**src/rtl/noc_inject_queue.sv**
```systemverilog
// noc_inject_queue: per-PE injection FIFO between a traffic generator and the
// router's local input port, with injection statistics for end-of-run reports.
//
// Handshake (both sides, strict valid/ready): a transfer happens on a posedge
// where valid and ready are both 1. The producer keeps valid and data stable
// until that edge. The ready side here (o_ready) and the valid side here
// (o_valid) come only from registered state, so neither depends
// combinationally on i_valid or i_ready.
module noc_inject_queue #(
  parameter int data_width  = 240,
  parameter int dest_x      = 2,
  parameter int dest_y      = 2,
  parameter int source_x    = 8,
  parameter int source_y    = 8,
  parameter int total_width = dest_x + dest_y + source_x + source_y + data_width,
  parameter int depth       = 4,
  parameter int addr_w      = 2
) (
  input  logic                   clk,
  input  logic                   rst,
  input  logic [total_width-1:0] i_data,
  input  logic                   i_valid,
  output logic                   o_ready,
  output logic [total_width-1:0] o_data,
  output logic                   o_valid,
  input  logic                   i_ready,
  output logic [addr_w:0]        o_occupancy,
  output logic [31:0]            o_in_count,
  output logic [31:0]            o_out_count,
  output logic [31:0]            o_stall_cycles,
  output logic [addr_w:0]        o_max_occupancy
);

  localparam logic [addr_w:0] LP_DEPTH = (addr_w + 1)'(depth);
  localparam logic [31:0]     LP_SAT   = 32'hFFFF_FFFF;

  logic [total_width-1:0] r_mem [depth];
  logic [addr_w-1:0]      r_wr_ptr;
  logic [addr_w-1:0]      r_rd_ptr;
  logic [addr_w:0]        r_count;
  logic [31:0]            r_in_count;
  logic [31:0]            r_out_count;
  logic [31:0]            r_stall_cycles;
  logic [addr_w:0]        r_max_occupancy;

  logic                   w_full;
  logic                   w_empty;
  logic                   w_push;
  logic                   w_pop;
  logic                   w_stall;
  logic [addr_w:0]        w_count_nxt;

  // Status decode and next occupancy; full blocks a push even when a pop
  // happens in the same cycle (no pass-through when full).
  always_comb begin
    w_full      = (r_count == LP_DEPTH);
    w_empty     = (r_count == '0);
    w_push      = i_valid & ~w_full;
    w_pop       = ~w_empty & i_ready;
    w_stall     = ~w_empty & ~i_ready;
    w_count_nxt = r_count;
    if (w_push && !w_pop) begin
      w_count_nxt = r_count + 1'b1;
    end else if (w_pop && !w_push) begin
      w_count_nxt = r_count - 1'b1;
    end
  end

  // Packet storage; not cleared by reset, and a push presented during the
  // reset cycle is dropped.
  always_ff @(posedge clk) begin
    if (!rst && w_push) begin
      r_mem[r_wr_ptr] <= i_data;
    end
  end

  // Pointers and occupancy; pointers wrap naturally at depth-1.
  always_ff @(posedge clk) begin
    if (rst) begin
      r_wr_ptr <= '0;
      r_rd_ptr <= '0;
      r_count  <= '0;
    end else begin
      if (w_push) r_wr_ptr <= r_wr_ptr + 1'b1;
      if (w_pop)  r_rd_ptr <= r_rd_ptr + 1'b1;
      r_count <= w_count_nxt;
    end
  end

  // Saturating traffic counters and peak occupancy tracker.
  always_ff @(posedge clk) begin
    if (rst) begin
      r_in_count      <= '0;
      r_out_count     <= '0;
      r_stall_cycles  <= '0;
      r_max_occupancy <= '0;
    end else begin
      if (w_push && r_in_count != LP_SAT)     r_in_count     <= r_in_count + 32'd1;
      if (w_pop && r_out_count != LP_SAT)     r_out_count    <= r_out_count + 32'd1;
      if (w_stall && r_stall_cycles != LP_SAT) r_stall_cycles <= r_stall_cycles + 32'd1;
      if (w_count_nxt > r_max_occupancy)      r_max_occupancy <= w_count_nxt;
    end
  end

  assign o_ready         = ~w_full;
  assign o_valid         = ~w_empty;
  assign o_data          = r_mem[r_rd_ptr];
  assign o_occupancy     = r_count;
  assign o_in_count      = r_in_count;
  assign o_out_count     = r_out_count;
  assign o_stall_cycles  = r_stall_cycles;
  assign o_max_occupancy = r_max_occupancy;

endmodule

```
**config.mk**
```make
export PLATFORM = sky130hd
export DESIGN_NAME = noc_inject_queue
export DESIGN_NICKNAME = d
export VERILOG_FILES = /design/src/rtl/noc_inject_queue.sv
export SDC_FILE = /design/constraint.sdc
export NUM_CORES = 1
export LEC_CHECK = 0
export CELL_PAD_IN_SITES_DETAIL_PLACEMENT = 0
export CELL_PAD_IN_SITES_GLOBAL_PLACEMENT = 1
export CORE_AREA = 2 2 349 282
export DETAILED_ROUTE_END_ITERATION = 8
export DIE_AREA = 0 0 351 284
export PLACE_DENSITY = 0.84
export SETUP_SLACK_MARGIN = 0.4
export SLEW_MARGIN = 20
export SYNTH_ARGS = -nofsm -noshare
export SYNTH_HDL_FRONTEND = slang
export SYNTH_SLANG_ARGS = --single-unit
```
**constraint.sdc**
```tcl
create_clock -name clk -period 11.6 [get_ports clk]
set_input_delay 2.32 -clock clk [delete_from_list [all_inputs] [get_ports clk]]
set_output_delay 2.32 -clock clk [all_outputs]
set_load 0.02 [all_outputs]
```
# Word level (Yosys, flattened, before mapping)
# Memory sizes are Yosys's and may differ from the RTL's. A register that Yosys moved wholly into a read port is not among the register bits.
# Cells that the tools add are included.
dict set report totals {
  output_inout_bits 364
  ram_bits 1040
  n_memories 1
  reg_bits 106
  wordCells 42
}
# name depth word_bits read_ports rd_clocked_by_memory_dff wr line
set memory_table {}
lappend memory_table {r_mem 4 260 1 1 1 37} ;# logic [total_width-1:0] r_mem [depth];
dict set report classes {
  bitwise_logic 6
  add_sub_neg 7
  reduce_logical 10
  mux 6
  n_eq_ne 4
  order_cmp 1
}
# operator n
set op_table {}
lappend op_table {{$add A32 B1 Y32 const B} 3}
lappend op_table {{$ne A32 B32 Y1 const B} 3}
lappend op_table {{$logic_and A1 B1 Y1} 6}
lappend op_table {{$mux W3} 2}
lappend op_table {{$add A2 B1 Y2 const B} 2}
lappend op_table {{$mux W2} 2}
lappend op_table {{$add A3 B1 Y3 const B} 1}
lappend op_table {{$and A1 B1 Y1} 3}
lappend op_table {{$eq A3 B3 Y1 const B} 1}
lappend op_table {{$gt A3 B3 Y1} 1}
lappend op_table {{$logic_not A1 Y1} 3}
lappend op_table {{$logic_not A3 Y1} 1}
lappend op_table {{$not A1 Y1} 3}
lappend op_table {{$sub A3 B1 Y3 const B} 1}
lappend op_table {{$mux W1} 2}

# Longest topological paths before layout
dict set report depth {
  depth_word 8
  ltp_mapped 14
  depth_no_buf 14
}

# Least setup slack after synthesis
# Ideal clock, no wire load.
dict set report synth_timing {
  path_kind {input -> register}
  from {in i_valid}
  to {mem r_mem[0][0] (netlist name), enable pin}
  t_required_ns 10.945
  slack_ns 2.102
  path_buffers 1
  setup_time_ns 0.655
  arrival_ns 8.843
  cell_stages 4
  cell_sequence {a21bo_2 -> clkbuf_1 -> nor2_1 -> and2_1}
}
dict set report synth_between {
  elab_chain_len 4
}
# element line
set synth_lines {}
lappend synth_lines {{start: declaration} 22} ;# input logic i_valid,
lappend synth_lines {{$and A1 B1 Y1} 58} ;# w_push = i_valid & ~w_full;
lappend synth_lines {{$logic_and A1 B1 Y1} 72} ;# if (!rst && w_push) begin
lappend synth_lines {{$mux W1} 72}
lappend synth_lines {{$mux W1 (not written as such)} 73} ;# r_mem[r_wr_ptr] <= i_data;
lappend synth_lines {{end: declaration} 37}
# No other way between the ends.

==> results by group <==
Status
  • Status: finished clean

CTS
  • CTS Buf Count: 107
  • Clock buffer depth: 3
  • Clk_lat worst skew: just under 0.7 ns
  • Clock root buffer: clkbuf_16
  • Hold_buf cts: 0
  • Post-cts repair resize count: 0
  • CTS tree: done
  • H-tree levels: 3
  • Clk pin slew, worst setup/hold paths: 0.07 ns
  • Sink Count: between 1k and 1.5k
  • Post-CTS setup buffers: 0

Setup path
  • Worst Setup End Kind: output pin
  • Buffer and inverter count on the worst path: 3
  • R2R cell count: 6
  • Critical path cell sequence: buf_4, buf_12, mux4_2, clkdlybuf4s50_1
  • Family with the most delay on the worst path: buffers and inverters
  • Worst EP arrival: between 4 and 5 ns
  • Critical Path Max Stage Delay: 0.87 ns
  • Stages on worst setup path: 4
  • Reg2reg end: r_mem[3][94]
  • Crit path launch type: flip-flop
  • Required time of the critical path: 9.28 ns
  • CP max FO: between 70 and 80
  • CP max-delay cell: dfxtp_4
  • Reg-to-reg slack, setup: a little over 8 ns
  • Setup CP Type: flip-flop to output pin
  • R2r startpoint: o_occupancy[1]

Global route
  • Grt total ovfl: 0
  • Number of global-route vias before repair: about 23k
  • Gr usage total: 0.1901
  • Initial antenna violation count: 26
  • Pin count of the biggest net entering global routing: between 150 and 200
  • First-pass GRT wire length: approximately 140 mm

STA
  • Setup TNS Final: 0 ns
  • Final-report hold violation count: 0
  • Worst-Margin Slew: about 1.2 ns
  • Period utilisation layout: 0.5656
  • Max-slew violation count: 0
  • RSZ-0062 raised after global routing: no
  • Minimum hold slack: 0.4997 ns
  • Setup Viol. Count Final: 0
  • Peak Freq: between 150 and 200 MHz
  • Final period demand of the worst path: around 6.6 ns
  • Rel. slew slack: 0.1798
  • Fin Clk Skew: roughly 0.045 ns

Pwr
  • Pwr Density: approximately 210 mW/mm^2
  • P_leak: 16.85 nW
  • Worst IR Drop VDD: roughly 0.00021 V

Die
  • Row cnt: 102
  • Starting density of the core: 0.4464
  • Full die area: roughly 0.10 mm^2
  • IO Pins: between 600 and 700
  • Die width: 351 um
  • CORE AREA: ~0.096 mm^2
  • Die height: ~280 um

Synth
  • Yosys top cell area share: 0.7280
  • Ys async rst share: 0
  • Mapped Cells: between 2k and 2.5k
  • Synth cell count leaders: edfxtp_1, mux4_2, dfxtp_1
  • Main synth FF type: edfxtp_1
  • Synthesized area per cell: 21.06 um^2
  • Synth area leader: edfxtp_1
  • Post-synth EDFFs: approximately 1.0k
  • Register area share after synthesis: 0.7784
  • Net count after synthesis: about 2.3k
  • Unique masters post-synth: 57
  • Warnings, synthesis: 0
  • Area contributors post-synth: edfxtp_1, mux4_2, dfxtp_1
  • Mapped Area: around 0.043 mm^2
  • FF+latch count, synth: roughly 1.1k
  • Most instantiated library cell after synthesis: edfxtp_1

Drt
  • Vias per cell: 5.447
  • Pre-antenna DRT Iters: 7
  • Antenna Violating Nets Remaining: 0
  • Drt wl/cell: about 24 um
  • Initial DRC Count: around 1.4k
  • DRC viols: 0
  • Via Count: approximately 22k
  • Routed WL: 96.84 mm

Hold path
  • Hold Path Class: flip-flop to flip-flop
  • Min-Delay Endpoint: o_stall_cycles[30]
  • Hold Path Stages: 2
  • Hold_sp: o_stall_cycles[30]

Final layout
  • # nets final: about 3.0k
  • Layout cells sized above 1: 0.1690
  • Area growth syn-to-layout: 27.24%
  • Fillers: around 7k

Job
  • Total of max-cap violations: 0

Placement
  • Buffers on Ports: approximately 630
  • Routability Congestion: just under 0.9
  • Post-DP HPWL: a little over 60 mm
==> area by class of cell <==
type	count	area [um^2]	share of cell area
antenna	21	52.55	0.0009628
clock buffer	119	2733	0.05006
clock inverter	82	1089	0.01994
inverter	21	78.83	0.001444
multi-input combinational	779	9084	0.1664
sequential	1148	33400	0.6119
tap	1300	1627	0.02980
timing repair buffer	644	6520	0.1195
==> how the worst max path moves through the flow <==
stage / endpoint / slack (ns)
detailed placement: o_data[94] / 5.55
global placement: o_data[94] / 5.56
CTS: o_data[94] / 4.82
finish: o_data[212] / 5.04
floorplan: r_mem[0][0] / 2.10
global route: o_data[94] / 4.61
==> registers in the layout, summed over array words and instances, names as in the netlist, named ones only <==
signal / count
o_in_count: 32
o_stall_cycles: 32
o_occupancy: 3
o_out_count: 32
r_wr_ptr: 2
r_mem: 1040
o_max_occupancy: 3
r_rd_ptr: 2
==> worst reg2reg max path, delay by kind of cell, from the launching register on <==
family                   cells  cell delay (ns)
adder cells (fa/ha/maj)      1             0.22
AND/OR/NAND/NOR              2             1.02
buffers and inverters        2             1.05
flip-flops                   1             0.42
AO/OA/AOI/OAI                1             0.34
==> cell families after synthesis <==
| logic type | Yosys count | synth area share |
|---|---|---|
| buffers and inverters | 110 | 0.01018 |
| AO/OA/AOI/OAI | 166 | 0.02266 |
| AND/OR/NAND/NOR | 313 | 0.04212 |
| adder cells (fa/ha/maj) | 13 | 0.003792 |
| multiplexers | 270 | 0.1390 |
| XOR/XNOR | 17 | 0.003792 |
| flip-flops | 1148 | 0.7784 |
==> cell usage in the layout, fill, tap and decap left out, types with 29 or more instances in the layout <==
master           instances
nor2_1                  48
a21oi_1                 74
nand3_1                 35
nand4_1                 29
clkdlybuf4s50_1        626
or3_1                   46
dfxtp_1                106
o21ai_0                 30
nand2_1                 46
clkbuf_16              107
mux4_2                 260
edfxtp_1              1040
==> power breakdown <==
part | switching [mW] | total (mW) | internal (mW)
clock | 1.53 | 3.74 | 2.21
sequential | 0.106 | 4.85 | 4.74
combinational | 1.39 | 2.74 | 1.35
total | 3.03 | 11.3 | 8.30
==> metrics by stage <==
stage                     setup slack (ns)  instance area, um^2  instances    util  power [mW]
after global placement               5.565                50660       3890  0.5271       7.664
final                                5.039                54580       4114  0.5680       11.33
after CTS                            4.821                54480       4091  0.5669       11.45
after floorplan                      2.102                42900       2037       -       6.560
after detailed placement             5.545                50660       3890  0.5271       7.707
after global routing                 4.610                54570       4109  0.5678       11.73
==> layer usage <==
layer | share of wire | wire, um | GRT usage | vias up
li1 | - | - | - | 9877
met1 | 0.37 | 36310 | 0.2319 | 11535
met2 | 0.51 | 49770 | 0.3197 | 778
met3 | 0.069 | 6639 | 0.04713 | 201
met4 | 0.041 | 4006 | 0.08627 | 16
met5 | 0.0012 | 112 | 0 | -
Note: power is estimated with default switching activity, not from simulation.
